## config.mk

```make
export PLATFORM = sky130hd
export DESIGN_NAME = writeback_stage_flat
export DESIGN_NICKNAME = d
export VERILOG_FILES = /design/src/rtl/writeback_stage_if.sv /design/src/rtl/writeback_stage.sv /design/src/flat_wrapper.sv
export SDC_FILE = /design/constraint.sdc
export NUM_CORES = 1
export LEC_CHECK = 0
export BUFFER_PORTS_ARGS = -buffer_cell sky130_fd_sc_hd__buf_2
export CAP_MARGIN = 20
export CELL_PAD_IN_SITES_DETAIL_PLACEMENT = 1
export CELL_PAD_IN_SITES_GLOBAL_PLACEMENT = 1
export CORE_MARGIN = 2
export CORE_UTILIZATION = 30
export CTS_CLUSTER_SIZE = 28
export DETAILED_ROUTE_END_ITERATION = 7
export GPL_TIMING_DRIVEN = 0
export MAX_ROUTING_LAYER = met4
export PLACE_DENSITY_LB_ADDON = 0.12
export SLEW_MARGIN = 20
export SYNTH_ARGS = -nofsm -noshare
export SYNTH_HDL_FRONTEND = slang
export SYNTH_SLANG_ARGS = --single-unit
```

## constraint.sdc

```tcl
create_clock -name clk -period 1.6 [get_ports clk]
set_input_delay 0.08 -clock clk [delete_from_list [all_inputs] [get_ports clk]]
set_output_delay 0.08 -clock clk [all_outputs]
set_load 0.01 [all_outputs]
```

## src/rtl/writeback_stage_if.sv

```systemverilog
// Late long-latency result port into the writeback stage.
// The source drives valid/dest/data and holds them until ready.
interface writeback_stage_if;
    logic        md_valid;
    logic [4:0]  md_dest;
    logic [31:0] md_data;
    logic        md_ready;

    modport master (
        output md_valid,
        output md_dest,
        output md_data,
        input  md_ready
    );

    modport slave (
        input  md_valid,
        input  md_dest,
        input  md_data,
        output md_ready
    );
endinterface

```

## src/rtl/writeback_stage.sv

```systemverilog
// MEM/WB register, load extension and register-file write-port arbiter.
// The pipeline owns the port; late results use it directly or via a 1-entry buffer.
module writeback_stage (
    input  logic               clk,
    input  logic               rst,
    input  logic               stall,
    input  logic               flush,
    input  logic               mem_reg_write,
    input  logic [4:0]         mem_dest,
    input  logic [1:0]         mem_wb_sel,
    input  logic [31:0]        mem_alu_result,
    input  logic [31:0]        mem_read_data,
    input  logic [31:0]        mem_pc_plus8,
    input  logic [1:0]         mem_load_size,
    input  logic               mem_load_unsigned,
    writeback_stage_if.slave   md,
    output logic               reg_write,
    output logic [4:0]         WriteRegister,
    output logic [31:0]        WriteData
);

    logic        r_valid;
    logic        r_reg_write;
    logic [4:0]  r_dest;
    logic [1:0]  r_wb_sel;
    logic [31:0] r_alu;
    logic [31:0] r_rdata;
    logic [31:0] r_pc8;
    logic [1:0]  r_lsize;
    logic        r_uns;
    logic        r_done;

    logic        r_pend_valid;
    logic [4:0]  r_pend_dest;
    logic [31:0] r_pend_data;

    logic        w_pw;
    logic        w_md_live;
    logic [7:0]  w_byte;
    logic [15:0] w_half;
    logic [31:0] w_load;
    logic [31:0] w_result;

    assign w_pw = r_valid & r_reg_write & ~r_done & (r_dest != 5'd0);
    assign md.md_ready = rst & ~r_pend_valid;
    assign w_md_live = md.md_valid & md.md_ready & (md.md_dest != 5'd0);

    // MEM/WB register: reset, bubble, hold (marking issued writes), capture
    always_ff @(posedge clk) begin
        if (!rst) begin
            r_valid     <= 1'b0;
            r_reg_write <= 1'b0;
            r_dest      <= 5'd0;
            r_wb_sel    <= 2'd0;
            r_alu       <= 32'd0;
            r_rdata     <= 32'd0;
            r_pc8       <= 32'd0;
            r_lsize     <= 2'd0;
            r_uns       <= 1'b0;
            r_done      <= 1'b0;
        end else if (flush) begin
            r_valid <= 1'b0;
            r_done  <= 1'b0;
        end else if (stall) begin
            if (w_pw)
                r_done <= 1'b1;
        end else begin
            r_valid     <= 1'b1;
            r_reg_write <= mem_reg_write;
            r_dest      <= mem_dest;
            r_wb_sel    <= mem_wb_sel;
            r_alu       <= mem_alu_result;
            r_rdata     <= mem_read_data;
            r_pc8       <= mem_pc_plus8;
            r_lsize     <= mem_load_size;
            r_uns       <= mem_load_unsigned;
            r_done      <= 1'b0;
        end
    end

    // Pending buffer: park a late result that lost the port, drain when free
    always_ff @(posedge clk) begin
        if (!rst) begin
            r_pend_valid <= 1'b0;
            r_pend_dest  <= 5'd0;
            r_pend_data  <= 32'd0;
        end else if (w_md_live && w_pw) begin
            r_pend_valid <= 1'b1;
            r_pend_dest  <= md.md_dest;
            r_pend_data  <= md.md_data;
        end else if (r_pend_valid && !w_pw) begin
            r_pend_valid <= 1'b0;
        end
    end

    // Little-endian lane pick and sign/zero extension of loads
    always_comb begin
        w_byte = r_rdata[7:0];
        case (r_alu[1:0])
            2'd1:    w_byte = r_rdata[15:8];
            2'd2:    w_byte = r_rdata[23:16];
            2'd3:    w_byte = r_rdata[31:24];
            default: w_byte = r_rdata[7:0];
        endcase
        w_half = r_alu[1] ? r_rdata[31:16] : r_rdata[15:0];
        case (r_lsize)
            2'b01:   w_load = {{16{w_half[15] & ~r_uns}}, w_half};
            2'b10:   w_load = {{24{w_byte[7] & ~r_uns}}, w_byte};
            default: w_load = r_rdata;
        endcase
    end

    // Writeback source select
    always_comb begin
        case (r_wb_sel)
            2'b01:   w_result = w_load;
            2'b10:   w_result = r_pc8;
            default: w_result = r_alu;
        endcase
    end

    // Write port arbitration: pipeline, then pending, then direct late result
    always_comb begin
        reg_write     = 1'b0;
        WriteRegister = 5'd0;
        WriteData     = 32'd0;
        if (w_pw) begin
            reg_write     = 1'b1;
            WriteRegister = r_dest;
            WriteData     = w_result;
        end else if (r_pend_valid) begin
            reg_write     = 1'b1;
            WriteRegister = r_pend_dest;
            WriteData     = r_pend_data;
        end else if (w_md_live) begin
            reg_write     = 1'b1;
            WriteRegister = md.md_dest;
            WriteData     = md.md_data;
        end
    end

endmodule

```

## src/flat_wrapper.sv

```systemverilog
// flat-port wrapper written by rule: the top's interface ports become plain ports
module writeback_stage_flat 
  (clk, rst, stall, flush, mem_reg_write, mem_dest, mem_wb_sel, mem_alu_result, mem_read_data, mem_pc_plus8, mem_load_size, mem_load_unsigned, reg_write, WriteRegister, WriteData, md_md_valid, md_md_dest, md_md_data, md_md_ready);
  writeback_stage_if md_i ();
  input  logic clk;
  input  logic rst;
  input  logic stall;
  input  logic flush;
  input  logic mem_reg_write;
  input  logic [4:0] mem_dest;
  input  logic [1:0] mem_wb_sel;
  input  logic [31:0] mem_alu_result;
  input  logic [31:0] mem_read_data;
  input  logic [31:0] mem_pc_plus8;
  input  logic [1:0] mem_load_size;
  input  logic mem_load_unsigned;
  output logic reg_write;
  output logic [4:0] WriteRegister;
  output logic [31:0] WriteData;
  input wire logic [$bits(md_i.md_valid)-1:0] md_md_valid;
  input wire logic [$bits(md_i.md_dest)-1:0] md_md_dest;
  input wire logic [$bits(md_i.md_data)-1:0] md_md_data;
  output wire logic [$bits(md_i.md_ready)-1:0] md_md_ready;
  assign md_i.md_valid = md_md_valid;
  assign md_i.md_dest = md_md_dest;
  assign md_i.md_data = md_md_data;
  assign md_md_ready = md_i.md_ready;
  writeback_stage u_core (.clk(clk), .rst(rst), .stall(stall), .flush(flush), .mem_reg_write(mem_reg_write), .mem_dest(mem_dest), .mem_wb_sel(mem_wb_sel), .mem_alu_result(mem_alu_result), .mem_read_data(mem_read_data), .mem_pc_plus8(mem_pc_plus8), .mem_load_size(mem_load_size), .mem_load_unsigned(mem_load_unsigned), .md(md_i), .reg_write(reg_write), .WriteRegister(WriteRegister), .WriteData(WriteData));
endmodule
```

==> results of run 1 <==
[cells in the final DEF (no fill, tap or decap), types with 9 or more instances in the layout]
cell type      count
a22oi_1           15
buf_6             20
clkbuf_2           9
a21boi_2          19
nand2b_1          19
nand2_2           17
buf_4             14
nand2_4           22
a21boi_0         107
nor2b_1            9
dfxtp_1          136
o2111ai_1         10
a21oi_1           30
nor3b_1           17
nor2_1            14
clkbuf_16         21
nand2_1          331
a31oi_2            9
a21boi_1          16
dlygate4sd3_1    147
a221oi_4          17
mux2_2             9
o21ai_0           15
buf_12            12
clkbuf_1          41
buf_2            185
[metrics by stage]
step / area [um2] / util
after CTS: 12400 / 0.494
after global routing: 12900 / 0.514
after global placement: 9420 / 0.374
after detailed placement: 9420 / 0.374
after floorplan: 8070 / -
final: 12900 / 0.514
[state kept, by name (all words and copies together) (netlist names), 2 cells and up]
| name | count |
|---|---|
| u_core.r_alu | 32 |
| u_core.r_pc8 | 32 |
| u_core.r_pend_data | 32 |
| u_core.r_rdata | 32 |
| u_core.r_dest | 5 |
| u_core.r_pend_dest | 5 |
| u_core.r_lsize | 2 |
| u_core.r_wb_sel | 2 |
[cells by family (layout without fill, tap and decap cells)]
kind of cell             after synthesis  count (layout)  share of synthesized area
AO/OA/AOI/OAI                        303             303                      0.287
adder cells (fa/ha/maj)                4               4                    0.00649
buffers and inverters                 92             484                     0.0559
flip-flops                           147             147                      0.382
multiplexers                          14              14                     0.0218
AND/OR/NAND/NOR                      453             453                      0.247
[worst reg2reg max path, cell delays in order, from the launching register on]
cell and delay [ns]:
dfxtp_4 0.36, or4_4 0.52, o21a_4 0.23, buf_4 0.13, buf_6 0.11, and3_4 0.16, buf_12 0.16, buf_12 0.13
buf_16 0.13, nand2_2 0.05, a21boi_1 0.05
[cell type report]
cell class	instances	area, um2
buffer	83	641
clock buffer	21	480
clock inverter	11	115
fill	2955	12300
inverter	7	35.0
multi-input combinational	774	5440
sequential	147	2970
tap	330	413
timing repair buffer	362	2840
[worst min-delay path by stage]
stage	start	endpoint	slack [ns]	cells after the start
after detailed placement	flush	u_core.r_valid$_SDFFE_PP0N_	0.33	2
after global routing	stall	u_core.r_valid$_SDFFE_PP0N_	0.07	3
after CTS	stall	u_core.r_valid$_SDFFE_PP0N_	0.02	3
after global placement	flush	u_core.r_valid$_SDFFE_PP0N_	0.33	2
final	stall	u_core.r_valid$_SDFFE_PP0N_	0.09	3
after floorplan	flush	u_core.r_done$_SDFFE_PP0P_	0.16	1
[per-layer routing]
metal  track usage  up-vias  routed length, um  part of all wire
met2         0.446      240              17700              0.48
li1              -     4272                  -                 -
met5             -        -                  0                 0
met4        0.0837        0                737             0.020
met1         0.357     4306              16700              0.45
met3        0.0374       45               1490             0.041
[what timing repair did]
item	CTS	global route
buffers inserted	10	10
endpoints found under the hold margin	147	0
pin swaps	19	20
setup endpoints to repair	115	107
resized for setup	140	124
hold buffers	147	0
cloned	8	2
[power groups by stage]
stage | logic [mW] | clock network [mW] | registers [mW]
after floorplan | 0.738 | 0 | 3.93
after global placement | 1.26 | 0 | 3.99
after detailed placement | 1.28 | 0 | 3.99
after CTS | 1.71 | 4.14 | 3.92
after global routing | 1.96 | 4.30 | 3.93
final | 1.82 | 4.09 | 3.92
==> results.md, run 1 <==
Synthesis:
- After synthesis the netlist holds a flip-flop and latch count of 147.
- The commonest cells after synthesis are nand2_1, dfxtp_1, a21boi_0.
- By area the synthesized netlist is led by dfxtp_1, nand2_1, a21boi_0, clkbuf_1, a21boi_1.
- The number of synthesized flops with an enable pin is 0.
- A synthesized cell averages around 7.6 um2.
- The share of synthesized area in the top cell type comes to 0.382.
- For this run, the leading register cell type out of synthesis is dfxtp_1.
- Counting flops with an async set or reset pin after synthesis yields a share of 0.
- The number of instances in the synthesized netlist is approximately 1000.
- The netlist area before placement is 0.00771 mm2.
- The largest area contributor in the netlist is dfxtp_1.
- In the post-synthesis netlist, the cell with the most instances is nand2_1.
- For this run, the register share of the synthesized area comes to 0.382.
- The number of nets handed over by synthesis was about 1200.
- During synthesis, Yosys emitted a total of 0 warnings.
- In this run, distinct cell masters in the synthesized netlist total 48.

GRT:
- The largest net degree at the start of global routing is 17.
- The number of antenna violations at the first check in global routing is 0.
- For this run the aggregate overflow at the end of global routing stands at 0.
- The number of global-route vias before repair is slightly above 9000.
- The first global-routing pass estimated 53700 um of wire.
- Across every metal layer, demand over resource in global routing totals 0.276.

Setup path:
- The launch point of the worst reg-to-reg path is u_core.r_dest[3]$_SDFFE_PN0P_.
- The timing endpoint of the critical path is WriteData[19].
- The critical path goes through or4_4, o21a_4, buf_12, buf_12, a221oi_4, a31oi_1, buf_2.
- Grouping stages by cell kind, the critical path spends the most delay in compound AO/OA/AOI/OAI gates.
- The worst setup path is launched from a flop.
- In this run the worst setup path begins at u_core.r_dest[3]$_SDFFE_PN0P_.
- The slowest stage of the critical path is the or4_4 cell.
- Data arrives at the worst endpoint at around 2.4 ns.
- The instance count on the critical path is 7.
- Of all nets on the critical path, the largest fanout is 7.
- In this design, the stage delay of the slowest critical-path cell is between 0.5 and 0.6 ns.
- The worst setup path is of the reg -> out kind.
- The critical path's most frequent cell is buf_12.
- The reg2reg setup slack is -0.53 ns.
- The sum of buffers and inverters on the critical path is 3.
- The worst setup path is captured at an output port.
- The endpoint of the lowest-slack register-to-register path is u_core.r_pend_data[24]$_SDFFE_PN0P_.
- The worst path required time is approximately 1.5 ns.
- The number of cells on the worst reg-to-reg path is 10.

Floorplanning:
- The count of boundary I/O pins is 188.
- The floorplan has between 50 and 60 rows.
- The die is about 160 um wide.
- The die covers between 0.02 and 0.03 mm2.
- The y dimension of the die is ~160 um.
- For this configuration, the core starts out at a cell density of 0.306.
- The area of the core is between 0.02 and 0.03 mm2.

Clock network:
- The tree is rooted in a clkbuf_16.
- Counting along the longest clock path gives a buffer depth of 2.
- TritonCTS built the clock tree.
- The number of sinks handled by clock tree synthesis is approximately 150.
- The insertion delay of the later-clocked pin in the worst-skew pair is ~0.43 ns.
- The number of H-tree branching levels is 4.
- The number of clock buffers added by TritonCTS is 17.
- After clock tree synthesis, the clock-pin slew on the worst setup and hold paths is about 0.070 ns.

Route:
- After the first detailed-routing iteration, the DRC count stood at around 490.
- The count of nets left with antenna violations once routing finished came out at 0.
- For this run, design rule violations remaining after detail routing come to 0.
- The total vias in the final route is approximately 8900.
- The via count normalized by instance count is a little over 5.
- The pre-antenna-repair detailed-routing pass consisted of 5 iterations.
- In the final routed layout, each cell accounts on average for 21.1 um.
- After detailed routing, the total wire length is 36600 um.

Timing:
- Setup slack on the critical path of the routed design comes to -0.861 ns.
- The final hold violation count is 0.
- The number of setup violations in the final report is slightly below 80.
- Setup repair after global routing could not meet its margin everywhere.
- The clock arrives with 0.0121 ns of skew.
- The relative max-transition margin is 0.290.
- Adding up every negative setup slack in the final design gives -44.76 ns.
- The period utilization is 1.54.
- The slew at the pin with the worst max-slew slack is approximately 1.1 ns.
- Hold timing on the final database bottoms out at a slack of between 0.08 and 0.09 ns.
- The maximum clock rate is a little over 400 MHz.
- The count of pins over their slew limit was 0.
- For the finished layout, the period the worst path requires is about 2.5 ns.

Power and ir drop:
- Of the total power, combinational logic draws 0.185.
- Of the total power, the share spent switching nets is 0.289.
- The clock network fraction of design power is 0.416.
- Summed over all nets, the switching power comes to between 2 and 3 mW.
- The ratio of total power to cell area is about 760 mW/mm2.
- Internal power comes to ~7.0 mW.
- The maximum vdd ir drop is 0.000530 V.
- The share of total power dissipated in sequential elements is 0.399.
- The cell leakage power is a little over 5 nW.
- The total design power is 9.83 mW.

Finish:
- The finished layout holds 1735 standard cells, fillers aside.
- The area overhead of the layout relative to synthesis is 67.8%.
- The final layout contains about 1500 nets.
- The layout cell share with drive strength beyond 1 is 0.328.
- The number of antenna diodes is 0.

Run status:
- The flow ran to the end, but the final reports show violations.
- The final reports fail on setup timing.

Placement:
- The wire-length estimate of the detail-placed layout is around 25000 um.
- Buffers placed on the I/O ports in this run total 187.
- Routability-driven placement finished with a final weighted congestion of a little under 0.9.
- The pre-CTS setup slack is -0.898 ns.
- The instance count after placement with tap cells included is around 1500.

Worst hold path:
- The type of the tightest min-delay check is in -> reg.

Job:
- Max-cap violations in this run came to 0.
Note: power is estimated with default switching activity, not from simulation.
==> inputs of run 2 (changes only) <==
--- a/config.mk
+++ b/config.mk
@@ -7,15 +7,13 @@
 export LEC_CHECK = 0
 export BUFFER_PORTS_ARGS = -buffer_cell sky130_fd_sc_hd__buf_2
 export CAP_MARGIN = 20
-export CELL_PAD_IN_SITES_DETAIL_PLACEMENT = 1
-export CELL_PAD_IN_SITES_GLOBAL_PLACEMENT = 1
 export CORE_MARGIN = 2
 export CORE_UTILIZATION = 30
 export CTS_CLUSTER_SIZE = 28
 export DETAILED_ROUTE_END_ITERATION = 7
 export GPL_TIMING_DRIVEN = 0
 export MAX_ROUTING_LAYER = met4
-export PLACE_DENSITY_LB_ADDON = 0.12
+export PLACE_DENSITY_LB_ADDON = 0.25
 export SLEW_MARGIN = 20
 export SYNTH_ARGS = -nofsm -noshare
 export SYNTH_HDL_FRONTEND = slang
==> run 2 against run 1 <==
The run still ends with setup timing left. Global-route usage is 2.7 points lower. Clock power fell by 1%. Sequential share of layout area rose by 0.67 points. Fmax increased by 0.10%. First-iteration DRC count rose by 18%. Count of clock-buffer cells in the layout is 4 lower. Clock skew decreased by 0.0042 ns. Utilization is 1.5 points lower. Final cell count decreased by 0.35%. Die area is the same. Via count is 0.42% lower. Largest cell class unchanged. Largest power group unchanged.
==> results.md, run 2 (synthesis results as in run 1) <==
Run status:
- The flow ran to the end, but the final reports show violations.
- The final reports fail on setup timing.

Timing:
- The relative max-transition margin is 0.405 (+0.115).
- The final worst hold slack came to 0.260 ns (+0.173 ns).
- The worst clock skew is 0.00789 ns (-0.00423 ns).
- The post-layout minimum cycle time is 2.46 ns (-0.00249 ns).
- The maximum clock rate came to 407 MHz (+0.10%).
- Setup repair after global routing could not meet its margin everywhere.
- The number of setup violations in the final report is 76 (-1.3%).
- The slew at the pin with the worst max-slew slack is 0.892 ns (-0.173 ns).
- The count of pins over their slew limit is 0 (unchanged).
- The post-route worst setup slack is -0.858 ns (+0.00249 ns).
- The period utilization is 1.54 (-0.00156).
- The final hold violation count was 0 (unchanged).
- The accumulated negative setup slack is -39.40 ns (+5.35 ns).

GRT:
- The number of antenna violations at the first check in global routing came to 1 (+1).
- The total global routing overflow is 0 (unchanged).
- The overall fraction of global-route tracks in use came to 0.248 (-0.0273).
- The largest net degree at the start of global routing is 17 (unchanged).
- The number of global-route vias before repair is 8517 (-6.7%).
- The global-route wire length before repair is 48400 um (-9.9%).

Power and ir drop:
- The clock network fraction of design power came to 0.414 (-0.002).
- The switching power share of the total came to 0.286 (-0.00297).
- The maximum vdd ir drop is 0.000583 V (+10%).
- The switching power is 2.78 mW (-1.9%).
- The ratio of total power to cell area is 776 mW/mm2 (+2.1%).
- The internal cell power is 6.96 mW (-0.49%).
- The combinational power share is 0.183 (-0.002).
- The cell leakage power was 4.77 nW (-5.0%).
- The power share of the sequential group is 0.403 (+0.004).

Clock network:
- The number of sinks handled by clock tree synthesis is 147 (unchanged).
- The clock transition at the registers of the reported paths came to 0.06 ns (about the same).
- The number of buffers inserted during clock tree synthesis is 17 (unchanged).
- The insertion delay of the later-clocked pin in the worst-skew pair is 0.43 ns (about the same).
- The library cell used as clock root buffer is clkbuf_16.
- The largest buffer count on any clock path was 2 (unchanged).
- TritonCTS built the clock tree.
- The number of H-tree branching levels was 4 (unchanged).

Floorplanning:
- The number of cell rows is 58 (unchanged).
- The width of the chip is 164 um (unchanged).
- The count of boundary I/O pins is 188 (unchanged).
- The y dimension of the die is 164 um (unchanged).
- The overall die area is 0.0270 mm2 (unchanged).
- The effective utilization at floorplan is 0.306 (unchanged).
- The area of the core was 0.0252 mm2 (unchanged).

Route:
- The post-route antenna net violation count is 0 (unchanged).
- The post-detailed-route wirelength per cell is 19.2 um (-9.1%).
- The overall routed net length was 33200 um (-9.4%).
- The remaining design rule violation count is 0 (unchanged).
- The total vias in the final route was 8826 (-0.42%).
- The number of violations reported at the end of detailed-routing iteration 0 came to 582 (+18%).
- The via count normalized by instance count is 5.10 (about the same).
- The number of iterations in the first detailed-routing pass was 5 (unchanged).

Job:
- The number of max-cap violations was 0 (unchanged).

Setup path:
- The type of element launching the critical path is a flop.
- The data arrival time of the critical path is 2.38 ns (about the same).
- The worst path required time is 1.52 ns (about the same).
- By startpoint and endpoint, the worst setup path is classified as reg -> out.
- STA classifies the critical path endpoint as an output port.
- The peak fanout along the critical path is 6 (-1).

Finish:
- The number of filler cells placed in the layout is 2411 (-18%).
- Leaving out fill and tap cells, the most frequent cell in the layout is nand2_1.
- In the layout the commonest cells are nand2_1, buf_2, dlygate4sd3_1.
- From synthesis to final layout, the design area changed by 62.8%.
- The final standard cell utilization of the core is 0.498 (-0.0153).
- The number of nets in the layout is 1538 (-0.45%).
- The layout cell share with drive strength beyond 1 came to 0.291 (-0.0370).

Worst hold path:
- The path class of the tightest hold or removal check is in -> reg.

Placement:
- The last weighted congestion value of the routability-driven placer is 0.936 (+4.8%).
- The number of port buffers is 187 (unchanged).
- The HPWL after detailed placement is 23700 um (-6.0%).
==> run 2: cell count changes in the layout (fill, tap and decap cells not counted), moves of 6 or more <==
cell,previous run,this run
nand2_1,331,362
nand2_4,22,1
a21boi_1,16,35
a21boi_2,19,0
nand2_2,17,7
o2111ai_4,1,7
==> run 2: cell type report <==
class,count,area [um2],area share
Tap cell,330,413,0.0329
Clock buffer,17,425,0.0339
Sequential cell,147,2960,0.236
Antenna cell,1,2.50,0.000199
Clock inverter,15,160,0.0128
Buffer,84,597,0.0476
Timing Repair Buffer,354,2760,0.220
Inverter,7,36.3,0.00289
Multi-Input combinational cell,774,5180,0.413
==> run 2: final timing paths <==
check / to / slack (ns) / start / cells after the start
hold / removal: u_core.r_pend_valid$_SDFFE_PN0P_ / 0.26 / rst / 4
setup reg to reg: u_core.r_pend_data[5]$_SDFFE_PN0P_ / -0.43 / u_core.r_dest[0]$_SDFFE_PN0P_ / 8
setup / recovery: WriteData[17] / -0.86 / u_core.r_dest[0]$_SDFFE_PN0P_ / 6
hold reg to reg: u_core.r_pend_data[9]$_SDFFE_PN0P_ / 0.45 / u_core.r_pend_data[9]$_SDFFE_PN0P_ / 2
==> run 2: critical path, stage by stage (launching register included) <==
cell and delay [ns]:
dfxtp_2 0.32, or4_4 0.54, o21a_4 0.24, buf_12 0.15
a221oi_2 0.41, a31oi_2 0.11, buf_2 0.18
==> run 2: metrics by stage <==
| step | setup slack [ns] | instances | power, mW | area, um2 |
|---|---|---|---|---|
| 3_5_place_dp | -0.780 | 1530 | 5.24 | 9420 |
| 4_1_cts | -0.815 | 1726 | 9.70 | 12300 |
| 6_report | -0.858 | 1729 | 9.74 | 12500 |
| 2_1_floorplan | -0.0881 | 1013 | 4.66 | 8070 |
| 5_1_grt | -0.855 | 1729 | 10.1 | 12500 |
| 3_3_place_gp | -0.759 | 1530 | 5.24 | 9420 |
==> run 2: what timing repair did <==
action	in CTS	in global routing
endpoints found under the hold margin	147	0
resized for setup	127	46
pin swaps	23	13
gates cloned	7	1
setup endpoints to repair	107	77
buffers inserted	10	1
hold buffers	148	0
==> run 2: per-layer routing <==
metal / track usage / share of wire / vias up
li1: - / - / 4262
met1: 0.316 / 0.44 / 4197
met2: 0.392 / 0.46 / 311
met3: 0.0455 / 0.065 / 56
met4: 0.0945 / 0.031 / 0
met5: - / 0 / -
==> run 2: power by group through the flow <==
| stage | clock network [mW] | logic, mW | registers [mW] |
|---|---|---|---|
| 3_5_place_dp | 0 | 1.25 | 3.99 |
| 2_1_floorplan | 0 | 0.738 | 3.93 |
| 4_1_cts | 4.10 | 1.69 | 3.92 |
| 3_3_place_gp | 0 | 1.25 | 3.99 |
| 5_1_grt | 4.24 | 1.91 | 3.93 |
| 6_report | 4.03 | 1.78 | 3.93 |
